### config.mk
export PLATFORM = sky130hd
export DESIGN_NAME = watch_mode_sched
export DESIGN_NICKNAME = d
export VERILOG_FILES = /design/src/rtl/watch_mode_sched.sv
export SDC_FILE = /design/constraint.sdc
export NUM_CORES = 1
export LEC_CHECK = 0
export ABC_AREA = 1
export CAP_MARGIN = 20
export CORE_MARGIN = 3
export CORE_UTILIZATION = 57
export DETAILED_ROUTE_END_ITERATION = 10
export PLACE_DENSITY = 0.82
export SLEW_MARGIN = 20
export SYNTH_ARGS = -nofsm -noshare
export SYNTH_HDL_FRONTEND = slang
export SYNTH_SLANG_ARGS = --single-unit
### constraint.sdc
create_clock -name clk1sec -period 4.26 [get_ports clk1sec]
set_input_delay 1.278 -clock clk1sec [delete_from_list [all_inputs] [get_ports clk1sec]]
set_output_delay 1.278 -clock clk1sec [all_outputs]
set_load 0.02 [all_outputs]
### src/rtl/watch_mode_sched.sv
// Mode select, front-panel request arbitration (clr > ss > mode, one grant per edge) and stopwatch/timer sequencing.
// All outputs are registered on clk1sec; timer expiry overrides any grant and forces the timer view until silenced.
module watch_mode_sched #(
  parameter int unsigned IDLE_SECS  = 30,
  parameter int unsigned ALARM_SECS = 10
) (
  input  logic       clk1sec,
  input  logic       rst,
  input  logic       mode_req,
  input  logic       ss_req,
  input  logic       clr_req,
  input  logic       timer_zero,
  output logic       mode_ack,
  output logic       ss_ack,
  output logic       clr_ack,
  output logic [1:0] sel,
  output logic       sw_run,
  output logic       sw_clear,
  output logic       tm_run,
  output logic       tm_load,
  output logic       alarm
);
  typedef enum logic [1:0] {CLOCK = 2'b00, STOPWATCH = 2'b01, TIMER = 2'b10} mode_e;
  typedef enum logic {SW_STOP = 1'b0, SW_RUN = 1'b1} sw_e;
  typedef enum logic [1:0] {TM_IDLE, TM_RUN, TM_PAUSE, TM_EXPIRED} tm_e;

  localparam logic [5:0] IDLE_LIM  = 6'(IDLE_SECS);
  localparam logic [5:0] ALARM_LIM = 6'(ALARM_SECS);

  mode_e      mode_q, mode_d;
  sw_e        sw_q, sw_d;
  tm_e        tm_q, tm_d;
  logic [5:0] idle_cnt_q, idle_cnt_d;
  logic [5:0] alarm_cnt_q, alarm_cnt_d;
  logic       mode_ack_q, mode_ack_d;
  logic       ss_ack_q, ss_ack_d;
  logic       clr_ack_q, clr_ack_d;
  logic       sw_clear_q, sw_clear_d;
  logic       tm_run_q, tm_run_d;
  logic       tm_load_q, tm_load_d;
  logic       alarm_q, alarm_d;

  logic       expire, clr_gnt, ss_gnt, mode_gnt, any_gnt, idle_ok;
  logic [5:0] idle_inc;

  // Expiry takes the edge outright; a request held across it is granted on a later edge.
  assign expire   = (tm_q == TM_RUN) && timer_zero;
  assign clr_gnt  = !expire && clr_req && !clr_ack_q;
  assign ss_gnt   = !expire && !clr_gnt && ss_req && !ss_ack_q;
  assign mode_gnt = !expire && !clr_gnt && !ss_gnt && mode_req && !mode_ack_q;
  assign any_gnt  = clr_gnt || ss_gnt || mode_gnt;

  assign idle_ok = (mode_q != CLOCK) && !any_gnt && !expire &&
                   ((mode_q != STOPWATCH) || (sw_q == SW_STOP)) &&
                   ((mode_q != TIMER) || (tm_q == TM_IDLE) || (tm_q == TM_PAUSE));
  assign idle_inc = idle_cnt_q + 6'd1;

  always_comb begin
    mode_d      = mode_q;
    sw_d        = sw_q;
    tm_d        = tm_q;
    idle_cnt_d  = '0;
    alarm_cnt_d = alarm_cnt_q;
    mode_ack_d  = mode_gnt;
    ss_ack_d    = ss_gnt;
    clr_ack_d   = clr_gnt;
    sw_clear_d  = 1'b0;
    tm_load_d   = 1'b0;
    alarm_d     = 1'b0;

    if (idle_ok) begin
      if (idle_inc == IDLE_LIM) mode_d = CLOCK;
      else                      idle_cnt_d = idle_inc;
    end

    if (expire) begin
      tm_d        = TM_EXPIRED;
      mode_d      = TIMER;
      alarm_d     = 1'b1;
      alarm_cnt_d = 6'd1;
    end else if (tm_q == TM_EXPIRED) begin
      // Any grant while expired only silences the alarm.
      if (any_gnt || (alarm_cnt_q == ALARM_LIM)) begin
        tm_d        = TM_IDLE;
        tm_load_d   = 1'b1;
        alarm_cnt_d = '0;
      end else begin
        alarm_d     = !alarm_q;
        alarm_cnt_d = alarm_cnt_q + 6'd1;
      end
    end else if (clr_gnt) begin
      case (mode_q)
        STOPWATCH: begin
          sw_clear_d = 1'b1;
          sw_d       = SW_STOP;
        end
        TIMER: begin
          tm_load_d = 1'b1;
          tm_d      = TM_IDLE;
        end
        default: ;
      endcase
    end else if (ss_gnt) begin
      case (mode_q)
        STOPWATCH: sw_d = (sw_q == SW_RUN) ? SW_STOP : SW_RUN;
        TIMER: begin
          case (tm_q)
            TM_IDLE:  if (!timer_zero) tm_d = TM_RUN;
            TM_RUN:   tm_d = TM_PAUSE;
            TM_PAUSE: tm_d = TM_RUN;
            default:  ;
          endcase
        end
        default: ;
      endcase
    end else if (mode_gnt) begin
      case (mode_q)
        CLOCK:     mode_d = STOPWATCH;
        STOPWATCH: mode_d = TIMER;
        default:   mode_d = CLOCK;
      endcase
    end

    tm_run_d = (tm_d == TM_RUN);
  end

  always_ff @(posedge clk1sec or posedge rst) begin
    if (rst) begin
      mode_q      <= CLOCK;
      sw_q        <= SW_STOP;
      tm_q        <= TM_IDLE;
      idle_cnt_q  <= '0;
      alarm_cnt_q <= '0;
      mode_ack_q  <= 1'b0;
      ss_ack_q    <= 1'b0;
      clr_ack_q   <= 1'b0;
      sw_clear_q  <= 1'b0;
      tm_run_q    <= 1'b0;
      tm_load_q   <= 1'b0;
      alarm_q     <= 1'b0;
    end else begin
      mode_q      <= mode_d;
      sw_q        <= sw_d;
      tm_q        <= tm_d;
      idle_cnt_q  <= idle_cnt_d;
      alarm_cnt_q <= alarm_cnt_d;
      mode_ack_q  <= mode_ack_d;
      ss_ack_q    <= ss_ack_d;
      clr_ack_q   <= clr_ack_d;
      sw_clear_q  <= sw_clear_d;
      tm_run_q    <= tm_run_d;
      tm_load_q   <= tm_load_d;
      alarm_q     <= alarm_d;
    end
  end

  assign mode_ack = mode_ack_q;
  assign ss_ack   = ss_ack_q;
  assign clr_ack  = clr_ack_q;
  assign sel      = mode_q;
  assign sw_run   = (sw_q == SW_RUN);
  assign sw_clear = sw_clear_q;
  assign tm_run   = tm_run_q;
  assign tm_load  = tm_load_q;
  assign alarm    = alarm_q;

endmodule

==> metrics.md <==
| Metric | Value |
|---|---|
| Max_slew headroom | 41.72% |
| DIE AREA | 2890 sq um |
| Slew Viols, Final | 0 |
| Core area | 2062 sq um |
| CP max stage delay | 650 ps |
| Final instance area | 1520 sq um |
| Sequential share of power | 43.7% |
| Routed WL per cell | 12.09 um |
| Vias/cell | 5.206 |
| TritonCTS clock tree | built |
| Req. time, crit path | 2980 ps |
| Crit path cell chain | clkdlybuf4s50_1 |
| Synth warn | 0 |
| Ratio of final minimum period to clock period | 64.47% |
| Syn Inst Count | 153 |
| Reg clk slew, reported paths | 130 ps |
| Flip-flop and latch count after synthesis | 24 |
| Antenna violations before repair | 0 |
| Postcts setup bufs | 0 |
| Unique cell type count in the Yosys netlist | 28 |
| Total Negative Setup Slacks | 0 ps |
| DRT Pass-1 Iters | 4 |
| Chip Height | 53.76 um |
| Nets | 183 |
| Peak VDD IR | 402.9 uV |
| Seq/Total Area, Yosys | 46.20% |
| CP Capture Type | output port |
| LEAKAGE | 0.0007207 uW |
| Resized Gates After CTS | 0 |
| Antenna-violating nets left | 0 |
| Initial Util | 63.05% |
| Largest net degree at the start of global routing | 25 |
| Routability cong. | 0.9004 |
| Cell area power density | 525.0 nW/um^2 |
| Total gr overflow | 0 |
| Mean Syn Cell Area | 8.497 sq um |
| Int Power | 466.3 uW |
| Clock Tree Root | clkbuf_4 |
| Worst Hold Class | flop to flop |
| Sw Ratio | 41.57% |
| Crit path max-delay family | buffers and inverters |
| WP data arrival | 1470 ps |
| First-pass GRT wire length | 4202 um |
| Share of cells above drive strength 1 | 13.95% |
| Final setup vio count | 0 |
| Layout Skew | 3.448 ps |
| Max clock buf depth | 2 |
| Syn nets | 163 |
| Comb pwr share | 41.5% |
| CTS Buf Count | 3 |
| Final wirelength | 2405 um |
| Crit start category | flop |
| DRT iter0 DRCs | 18 |
| IO Count | 16 |
| CP max FO | 6 |
| Cts hold-fix bufs | 0 |
| # rows | 16 |
| Clock latency at the later pin of the worst-skew pair | 310 ps |
| Via count | 1036 |
| Run status | finished clean |
| CP Class | flop to output port |
| Final Critical Period | 2746 ps |
| Port Buffer Count | 15 |
| DRC | 0 |
| Number of global-route vias before repair | 1021 |
| Antenna diodes | 0 |
| Worst-Margin Slew | 873.3 ps |
| Area post-placement | 1484 sq um |
| Final Hold Fails | 0 |
| Mapped cell area | 1300 sq um |
| CP max-delay cell | clkdlybuf4s50_1 |
| NetSw | 331.8 uW |
| Layout area overhead | 16.94% |
| Clock sinks | 24 |
| Gr usage total | 20.13% |
| F_max | 364.1 MHz |
| Hpwl dp | 1878 um |
| Buf/Inv on CP | 1 |
| RSZ-0062 raised after global routing | false |
| Maxcap violations | 0 |
| Clock group share of total power | 14.8% |
| H-Tree Depth | 1 |
| Die width | 53.76 um |
## registers in the layout, indices dropped and copies added (netlist names)
register,flops
tm_load,1
sel,2
ss_ack,1
tm_q,2
idle_cnt_q,6
alarm,1
clr_ack,1
mode_ack,1
alarm_cnt_q,6
sw_clear,1
tm_run,1
sw_run,1
## cell usage in the layout, fill, tap and decap left out, types with 4 or more instances in the layout
cell,n
o21ai_0,7
dfrtp_1,24
nand2_1,26
nand4_1,4
nor2_1,20
ha_1,4
inv_1,21
inv_2,6
clkdlybuf4s50_1,15
nand3_1,13
## layout make-up
type / instances / area (sq um)
Sequential cell: 24 / 600.6
Multi-Input combinational cell: 102 / 598.1
Fill cell: 157 / 541.8
Timing Repair Buffer: 15 / 150.1
Inverter: 27 / 101.3
Clock buffer: 4 / 36.28
Tap cell: 27 / 33.78
## stage by stage
stage | cells | hold WS [ps] | power [uW] | worst slack, ps | util [%]
after floorplan | 153 | 501.2 | 563.9 | 2116 | -
after detailed placement | 195 | 471.7 | 682.6 | 1522 | 71.97
final | 199 | 487.5 | 798.2 | 1514 | 73.73
after global routing | 199 | 531.5 | 861.2 | 1458 | 73.73
after global placement | 195 | 454.8 | 666.4 | 1559 | 71.97
after CTS | 199 | 493.5 | 801.2 | 1508 | 73.73
## routing by layer
metal | GRT usage, % | routed length, um | vias to the layer above
met4 | 10.64 | 39 | 0
met3 | 3.047 | 90 | 4
met5 | 0 | 0 | -
met2 | 32.66 | 1211 | 20
met1 | 25.66 | 1063 | 479
li1 | - | - | 533
## synth_stat cells
master	number	share of area (%)
nor4_1	1	0.48
nor4_2	1	0.96
nor3_1	1	0.38
o22ai_1	3	1.4
a211oi_1	1	0.58
nor3_2	1	0.77
nand4_1	4	1.9
nand2_4	2	1.7
ha_1	4	3.9
inv_1	21	6.1
xnor2_1	2	1.3
o21ai_1	2	0.77
nand2_2	2	0.96
nand2_1	26	7.5
o21ai_0	7	2.7
nor2_2	2	0.96
nand4_4	1	1.6
o21ai_2	1	0.67
inv_2	6	1.7
nor2_1	20	5.8
dfrtp_1	24	46
nand3_1	13	5.0
o21ai_4	1	1.3
nand3_4	1	1.3
nor2_4	1	0.87
a21oi_1	1	0.38
a21oi_2	1	0.67
xor2_1	3	2.0
## worst paths after layout
| path | end | depth (start not counted) | startpoint | slack (ps) |
|---|---|---|---|---|
| worst max-delay path | sel[1] | 1 | sel[1] | 1510 |
| worst min register to register | alarm | 1 | alarm | 490 |
| max in group asynchronous | idle_cnt_q[2] | 2 | rst | 2300 |
| min in group asynchronous | alarm_cnt_q[1] | 2 | rst | 1430 |
| worst min-delay path | alarm | 1 | alarm | 490 |
| worst max register to register | idle_cnt_q[3] | 7 | idle_cnt_q[0] | 2680 |
## cells by family (layout without fill, tap and decap cells)
| logic type | Yosys count | after routing | share of synthesized area, % |
|---|---|---|---|
| AO/OA/AOI/OAI | 17 | 17 | 8.470 |
| XOR/XNOR | 5 | 5 | 3.369 |
| adder cells (fa/ha/maj) | 4 | 4 | 3.850 |
| buffers and inverters | 27 | 46 | 7.796 |
| flip-flops | 24 | 24 | 46.20 |
| AND/OR/NAND/NOR | 76 | 76 | 30.32 |
## power by group through the flow
| stage | registers, uW | logic [uW] | clock network [uW] |
|---|---|---|---|
| global route | 357 | 371 | 133 |
| detailed placement | 352 | 331 | 0 |
| floorplan | 378 | 186 | 0 |
| CTS | 348 | 332 | 122 |
| global placement | 346 | 320 | 0 |
| finish | 349 | 331 | 118 |
(Power assumes the default switching activity.)
